===== config.mk =====
export PLATFORM = sky130hd
export DESIGN_NAME = dmem_bridge
export DESIGN_NICKNAME = d
export VERILOG_FILES = /design/src/rtl/dmem_bridge.sv
export SDC_FILE = /design/constraint.sdc
export NUM_CORES = 1
export LEC_CHECK = 0
export CELL_PAD_IN_SITES_DETAIL_PLACEMENT = 0
export CELL_PAD_IN_SITES_GLOBAL_PLACEMENT = 1
export CORE_UTILIZATION = 33
export DETAILED_ROUTE_END_ITERATION = 6
export GPL_TIMING_DRIVEN = 0
export PLACE_DENSITY_LB_ADDON = 0.1
export SLEW_MARGIN = 20
export SYNTH_ARGS = -nofsm -noshare
export SYNTH_HDL_FRONTEND = slang
export SYNTH_SLANG_ARGS = --single-unit

===== constraint.sdc =====
create_clock -name clk -period 3.19 [get_ports clk]
set_input_delay 0.4785 -clock clk [delete_from_list [all_inputs] [get_ports clk]]
set_output_delay 0.4785 -clock clk [all_outputs]
set_load 0.1 [all_outputs]

===== src/rtl/dmem_bridge.sv =====
// dmem_bridge: a single-access bridge from the M-stage load/store request to
// an SRAM-like data bus that uses req/addr_ok/data_ok handshakes.
// The bridge latches one access and drives it onto the bus. It stalls the
// pipeline until the access completes. After that it holds the load result
// in DONE for as long as some other stall source keeps the pipeline frozen.
//
// Optional build macro: DMEM_ADDR_MAP_EN
//   When defined, addresses in the 0x8000_0000-0xBFFF_FFFF window
//   (kseg0/kseg1) are mapped to physical addresses by clearing the top three
//   bits. All other addresses pass through unchanged.
//   When undefined, the latched address is driven onto the bus verbatim.

module dmem_bridge #(
  parameter int AW = 32,
  parameter int DW = 32
) (
  input  logic          clk,
  input  logic          rst,

  // M-stage request side
  input  logic          cpu_en,
  input  logic [3:0]    cpu_wen,
  input  logic [1:0]    cpu_size,
  input  logic [AW-1:0] cpu_addr,
  input  logic [DW-1:0] cpu_wdata,
  input  logic          other_stall,
  output logic [DW-1:0] cpu_rdata,
  output logic          cpu_stall,

  // SRAM-like data bus side
  output logic          data_req,
  output logic          data_wr,
  output logic [1:0]    data_size,
  output logic [3:0]    data_wstrb,
  output logic [AW-1:0] data_addr,
  output logic [DW-1:0] data_wdata,
  input  logic          data_addr_ok,
  input  logic          data_data_ok,
  input  logic [DW-1:0] data_rdata
);

  // IDLE : waiting for an M-stage memory instruction
  // ADDR : request on the bus, waiting for the slave to accept it
  // DATA : request accepted, waiting for read data or the write ack
  // DONE : access finished, waiting for the pipeline to advance
  typedef enum logic [1:0] {
    IDLE = 2'b00,
    ADDR = 2'b01,
    DATA = 2'b10,
    DONE = 2'b11
  } state_e;

  state_e        state_q, state_d;
  logic [3:0]    wen_q,   wen_d;
  logic [1:0]    size_q,  size_d;
  logic [AW-1:0] addr_q,  addr_d;
  logic [DW-1:0] wdata_q, wdata_d;
  logic [DW-1:0] rdata_q, rdata_d;

  logic          isLoad;

  // A latched write-enable of all zeros marks the access as a load.
  assign isLoad = (wen_q == 4'b0000);

  // Compute the next state and the next values of the latched access and
  // the read-data registers. Each register holds its value unless a
  // transition below updates it.
  always_comb begin
    state_d = state_q;
    wen_d   = wen_q;
    size_d  = size_q;
    addr_d  = addr_q;
    wdata_d = wdata_q;
    rdata_d = rdata_q;

    unique case (state_q)
      IDLE: begin
        if (cpu_en) begin
          wen_d   = cpu_wen;
          size_d  = cpu_size;
          addr_d  = cpu_addr;
          wdata_d = cpu_wdata;
          state_d = ADDR;
        end
      end

      ADDR: begin
        // data_data_ok only counts here when it arrives together with
        // addr_ok (a zero-latency slave). On its own it is ignored.
        if (data_addr_ok) begin
          if (data_data_ok) begin
            rdata_d = data_rdata;
            state_d = DONE;
          end else begin
            state_d = DATA;
          end
        end
      end

      DATA: begin
        if (data_data_ok) begin
          if (isLoad) begin
            rdata_d = data_rdata;
          end
          state_d = DONE;
        end
      end

      DONE: begin
        // The pipeline advances on the edge that leaves DONE. Returning to
        // IDLE therefore never picks the same instruction up a second time.
        if (!other_stall) begin
          state_d = IDLE;
        end
      end

      default: begin
        state_d = IDLE;
      end
    endcase
  end

  // Registers for the state and the latched access. All are cleared
  // asynchronously when rst goes low.
  always_ff @(posedge clk or negedge rst) begin
    if (!rst) begin
      state_q <= IDLE;
      wen_q   <= '0;
      size_q  <= '0;
      addr_q  <= '0;
      wdata_q <= '0;
      rdata_q <= '0;
    end else begin
      state_q <= state_d;
      wen_q   <= wen_d;
      size_q  <= size_d;
      addr_q  <= addr_d;
      wdata_q <= wdata_d;
      rdata_q <= rdata_d;
    end
  end

  // The request is valid only in ADDR. Every other bus field comes straight
  // from a latched register, so the fields stay stable while req is high.
  assign data_req   = (state_q == ADDR);
  assign data_wr    = |wen_q;
  assign data_wstrb = wen_q;
  assign data_size  = size_q;
  assign data_wdata = wdata_q;

`ifdef DMEM_ADDR_MAP_EN
  // Map kseg0/kseg1 virtual addresses to physical addresses by clearing
  // the top three bits. Any other address passes through unchanged.
  always_comb begin
    data_addr = addr_q;
    if (addr_q[AW-1:AW-2] == 2'b10) begin
      data_addr = {3'b000, addr_q[AW-4:0]};
    end
  end
`else
  assign data_addr = addr_q;
`endif

  // The stall drops in DONE, so the pipeline advances on the edge that
  // leaves DONE. The raw captured word goes back to the M stage.
  assign cpu_stall = cpu_en & (state_q != DONE);
  assign cpu_rdata = rdata_q;

endmodule


==> Yosys cells after proc, flatten, opt, wreduce, memory -nomap -nowiden <==
Cells that the tools add are included.
{ "op_classes": {"n_shift": 0, "div_mod_pow": 0, "n_mux": 11, "n_reduce_logical": 7, "n_lt_le_gt_ge": 0, "bitwise": 1, "addsub": 0, "eq_ne": 10, "n_mul": 0} }
{ "ops": {"columns": ["operator", "n"], "rows": [
  ["$mux 32", 4],
  ["$pmux 32 s2", 1],
  ["$ne 2x2->1 const B", 5],
  ["$mux 2", 4],
  ["$pmux 2 s4", 1],
  ["$reduce_and 5->1", 1],
  ["$eq 2x2->1 const B", 2],
  ["$logic_not 4->1", 1],
  ["$ne 2x1->1 const B", 2],
  ["$reduce_and 4->1", 1],
  ["$reduce_or 4->1", 1],
  ["$eq 2x1->1 const B", 1],
  ["$logic_not 2->1", 1],
  ["$reduce_and 2->1", 1],
  ["$reduce_bool 2->1", 1],
  ["$and 1x1->1", 1],
  ["$mux 1", 1]
]} }
{ "totals": {"input_bits": 108, "latch_bits": 0, "mem_bits_rw": 0, "memories": 0, "ff_bits": 104, "romBits": 0, "output_inout_bits": 105} }

==> Depth between registers and ports, before layout <==
{ "logic_depth": {"depth_word": 4, "depth_mapped": 6, "depth_no_buf": 6} }

==> Worst setup path after synthesis <==
OpenSTA, ideal clock, no wires.
{ "synth_path": {"path_type": "reg2reg", "from": "reg state_q[1]", "to": "reg rdata_q[10] (netlist: cpu_rdata[10])", "setup_time_ns": 0.125, "stages_incl_launch_ff": 7, "n_path_buf": 1, "path_slack_ns": 0.718, "t_required_ns": 3.065, "arrival_ns": 2.346, "cell_sequence": "dfrtp_1 -> inv_1 -> ha_1 -> mux2_2 -> nand3_4 -> buf_6 -> mux2_4"} }
{ "synth_between": {"elab_chain_len": 3, "word_cells_on_any_way": 9} }
{ "synth_lines": {"columns": ["element", "line_no", "source"], "rows": [
  ["start: declaration", "53", "state_e state_q, state_d;"],
  ["start signal: assignment", "134", "state_q <= state_d;"],
  ["$eq 2x1->1 *", null, null],
  ["via data_req", "31", "output logic data_req,"],
  ["$ne 2x1->1 (no source line) or $reduce_bool 2->1 (tied branches)", null, null],
  ["$reduce_and 5->1 (no source line)", null, null],
  ["end signal: assignment", "139", "rdata_q <= rdata_d;"],
  ["end: declaration", "58", "logic [DW-1:0] rdata_q, rdata_d;"]
]} }
Mark *: on every way through the listed nets, which the timed path passes. The rest lies on a longest branch.
A chain may end at the register's enable or synchronous reset.

==> Final worst setup path <==
{ "layout_path": {"from": "reg state_q[1]", "to": "out data_req"} }
{ "layout_between": {"elab_chain_len": 1} }
{ "layout_lines": {"columns": ["element", "line_no", "source"], "rows": [
  ["$eq 2x1->1", "145", "assign data_req = (state_q == ADDR);"],
  ["end: declaration", "31", null]
]} }
No other way between the ends.

==> impl_summary.txt <==
----------------------------------------------------
[Critical path]
  R2R cell count ... 5
  Reg-to-Reg End ... data_wdata[12]$_DFFE_PN0P_
  Critical Path Fanout Max ... 5
  Endpoint required time on the critical path ... 2710 ps
  Element type at the critical path end ... primary output
  R2R setup slack ... 1180 ps
  Worst R2R Start ... state_q[1]$_DFFE_PN0P_
  Worst EP arrival ... 2280 ps
  Type of element launching the critical path ... flip-flop
  WS Path Type ... flip-flop to primary output

[Finish]
  Net count reported at finish ... 575
  Commonest non-fill, non-tap cells in the layout ... clkdlybuf4s50_1 (211), dfrtp_1 (104), mux2_2 (74)
  Fraction of layout instances using a drive strength above 1 ... 26.82%
  # diodes ... 0
  Post-layout utilization of the core ... 55.94%
  Leading cell type in the layout, fill and taps excluded ... clkdlybuf4s50_1
  Area Overhead vs Synth ... 64.12%

[Detailed routing]
  Met1 Wirelength ... 3.930 mm
  Routed via count ... 2762
  Iteration count of the initial detailed-routing pass ... 4
  Met2 WL post-DR ... 4.617 mm
  Final wirelength ... 9.853 mm
  Total met3 wirelength after detailed routing ... 1.144 mm
  Post-detailed-route DRC marker count ... 0
  Detailed router's first-iteration violation count ... 72
  Final routed wire length divided by cell count ... 15.54 µm
  Uppermost signal routing layer after detailed routing ... met4
  Via-per-instance ratio ... 4.356
  Antenna Nets Post-Route ... 0

[Place]
  Routability cong. ... 0.6791
  Detailed Place HPWL ... 7.383 mm
  Number of port buffers ... 212

[Clock network]
  Number of clock sinks ... 104
  H-Tree Depth ... 3
  Number of setup buffers added after CTS ... 0
  Cell at the root of the clock tree ... clkbuf_16
  Num CTS Buffers ... 9
  Hold bufs inserted after CTS ... 0
  Worst skew pair latency ... 340 ps
  CTS clk-pin slew, worst paths ... 60 ps
  CTS tree ... yes
  # resized after CTS ... 0
  Maximum count of clock buffers along a single path ... 2

[STA]
  Time the worst path needs with I/O delays and setup ... 2761 ps
  Final count of pins violating max slew ... 0
  Timing-limited maximum frequency ... 362.2 MHz
  TNS Setup ... 0 ps
  Tightest slew margin relative to the limit ... 31.71%
  Hold violation total from the final report ... 0
  Final clock period utilization by the worst path ... 86.55%
  Final setup violating endpoints ... 0
  Max Clock Skew ... 4.086 ps
  Actual slew at the worst max-slew pin ... 1021 ps
  RSZ-0062 raised after global routing ... no

[Status]
  Result of the run ... finished clean

[Synthesis]
  Mapped Nets ... 351
  Yosys top cell by area ... dfrtp_1
  Post-Synthesis Cells ... 238
  Area share of the leading cell type in the synthesized netlist ... 63.30%
  Post-synthesis instance area ... 4111 µm²
  Dominant cells by area after synthesis ... dfrtp_1 (63%), mux2_2 (20%), mux2_4 (11%)
  Fraction of the yosys area taken by sequential cells ... 63.30%
  Mean area per synthesized cell ... 17.27 µm²
  Count of unique library cells instantiated by Yosys ... 17
  Number of warnings issued by yosys ... 0
  Seq cells post-synth ... 104

[Global route]
  Final global-route overflow total ... 0
  Number of global-route vias before repair ... 2909
  Number of antenna violations at the first check in global routing ... 0
  Maximum number of pins on one net before global-route repair ... 57
  GRT Overall Usage ... 15.89%
  Wire length of the first global-routing pass ... 15.34 mm

[Die]
  Die boundary height ... 113.6 µm
  Floorplan row count ... 40
  IO Pins ... 213
  Area of the core ... 12060 µm²
  Width of the die ... 113.6 µm
  Starting density of the core ... 34.09%
  Area enclosed by the die boundary ... 12910 µm²

[Run]
  Max Cap Viol ... 0

[Worst hold path]
  Classification of the worst-slack hold path ... primary input to asynchronous set/reset pin

----------------------------------------------------
## worst max-delay path, cell delays in order, from the launching register on
cell and delay, ps:
dfrtp_1 420, inv_1 110, ha_1 220, clkdlybuf4s50_1 1180
## Yosys cell counts, drive strengths merged
| cell type | instances |
|---|---|
| nand2 | 3 |
| ha | 5 |
| dfrtp | 104 |
| mux2 | 104 |
| nor2b | 1 |
| o21bai | 1 |
| a21oi | 1 |
| nand2b | 2 |
| inv | 3 |
| o2111ai | 1 |
| or4 | 1 |
| a2111oi | 1 |
| nand3 | 1 |
| buf | 10 |
## per-stage QoR
step                hold slack (ps)  instances  setup WS [ps]  cell area, µm²
floorplan                     182.9        238          718.3            4111
global placement              486.6        618          -2461            6444
detailed placement            448.2        619          437.8            6472
CTS                           73.24        634          397.8            6748
global route                  94.72        634          351.7            6748
finish                        66.14        634          428.9            6748
## worst max-delay path by stage
stage / depth (start not counted) / from / slack, ps / endpoint
after global routing: 3 / state_q[1]$_DFFE_PN0P_ / 350 / data_req
after CTS: 3 / state_q[1]$_DFFE_PN0P_ / 400 / data_req
final: 3 / state_q[1]$_DFFE_PN0P_ / 430 / data_req
after global placement: 1 / rst / -2460 / data_addr[11]$_DFFE_PN0P_
after floorplan: 6 / state_q[1]$_DFFE_PN0P_ / 720 / cpu_rdata[10]$_DFFE_PN0P_
after detailed placement: 3 / cpu_en / 440 / cpu_stall
## layout make-up
type | count | area (µm²)
timing repair buffer | 213 | 2151
clock buffer | 13 | 260.3
inverter | 3 | 11.26
multi-input combinational | 121 | 1438
buffer | 10 | 60.06
sequential | 104 | 2603
clock inverter | 2 | 15.01
fill | 1026 | 5314
tap | 168 | 210.2
## per-layer routing
| metal | vias to the layer above | track usage [%] |
|---|---|---|
| li1 | 1277 | - |
| met4 | 0 | 6.316 |
| met3 | 10 | 7.598 |
| met1 | 1341 | 18.32 |
| met5 | - | 0 |
| met2 | 134 | 25.45 |
## cells by family after synthesis
kind of cell / synth area share (%)
muxes: 31.22
AOI/OAI and AO/OA: 0.7304
and+or+nand+nor: 1.491
DFF: 63.30
buffers and inverters: 1.735
adders and majority gates: 1.522
## state kept, by name (all words and copies together), names as in the netlist
signal / cells
cpu_rdata: 32
data_wdata: 32
data_size: 2
state_q: 2
data_addr: 32
data_wstrb: 4
Power is left out: the tool's default activity adds up to more than one toggle a clock period on the data nets, which glitch-free logic cannot reach.
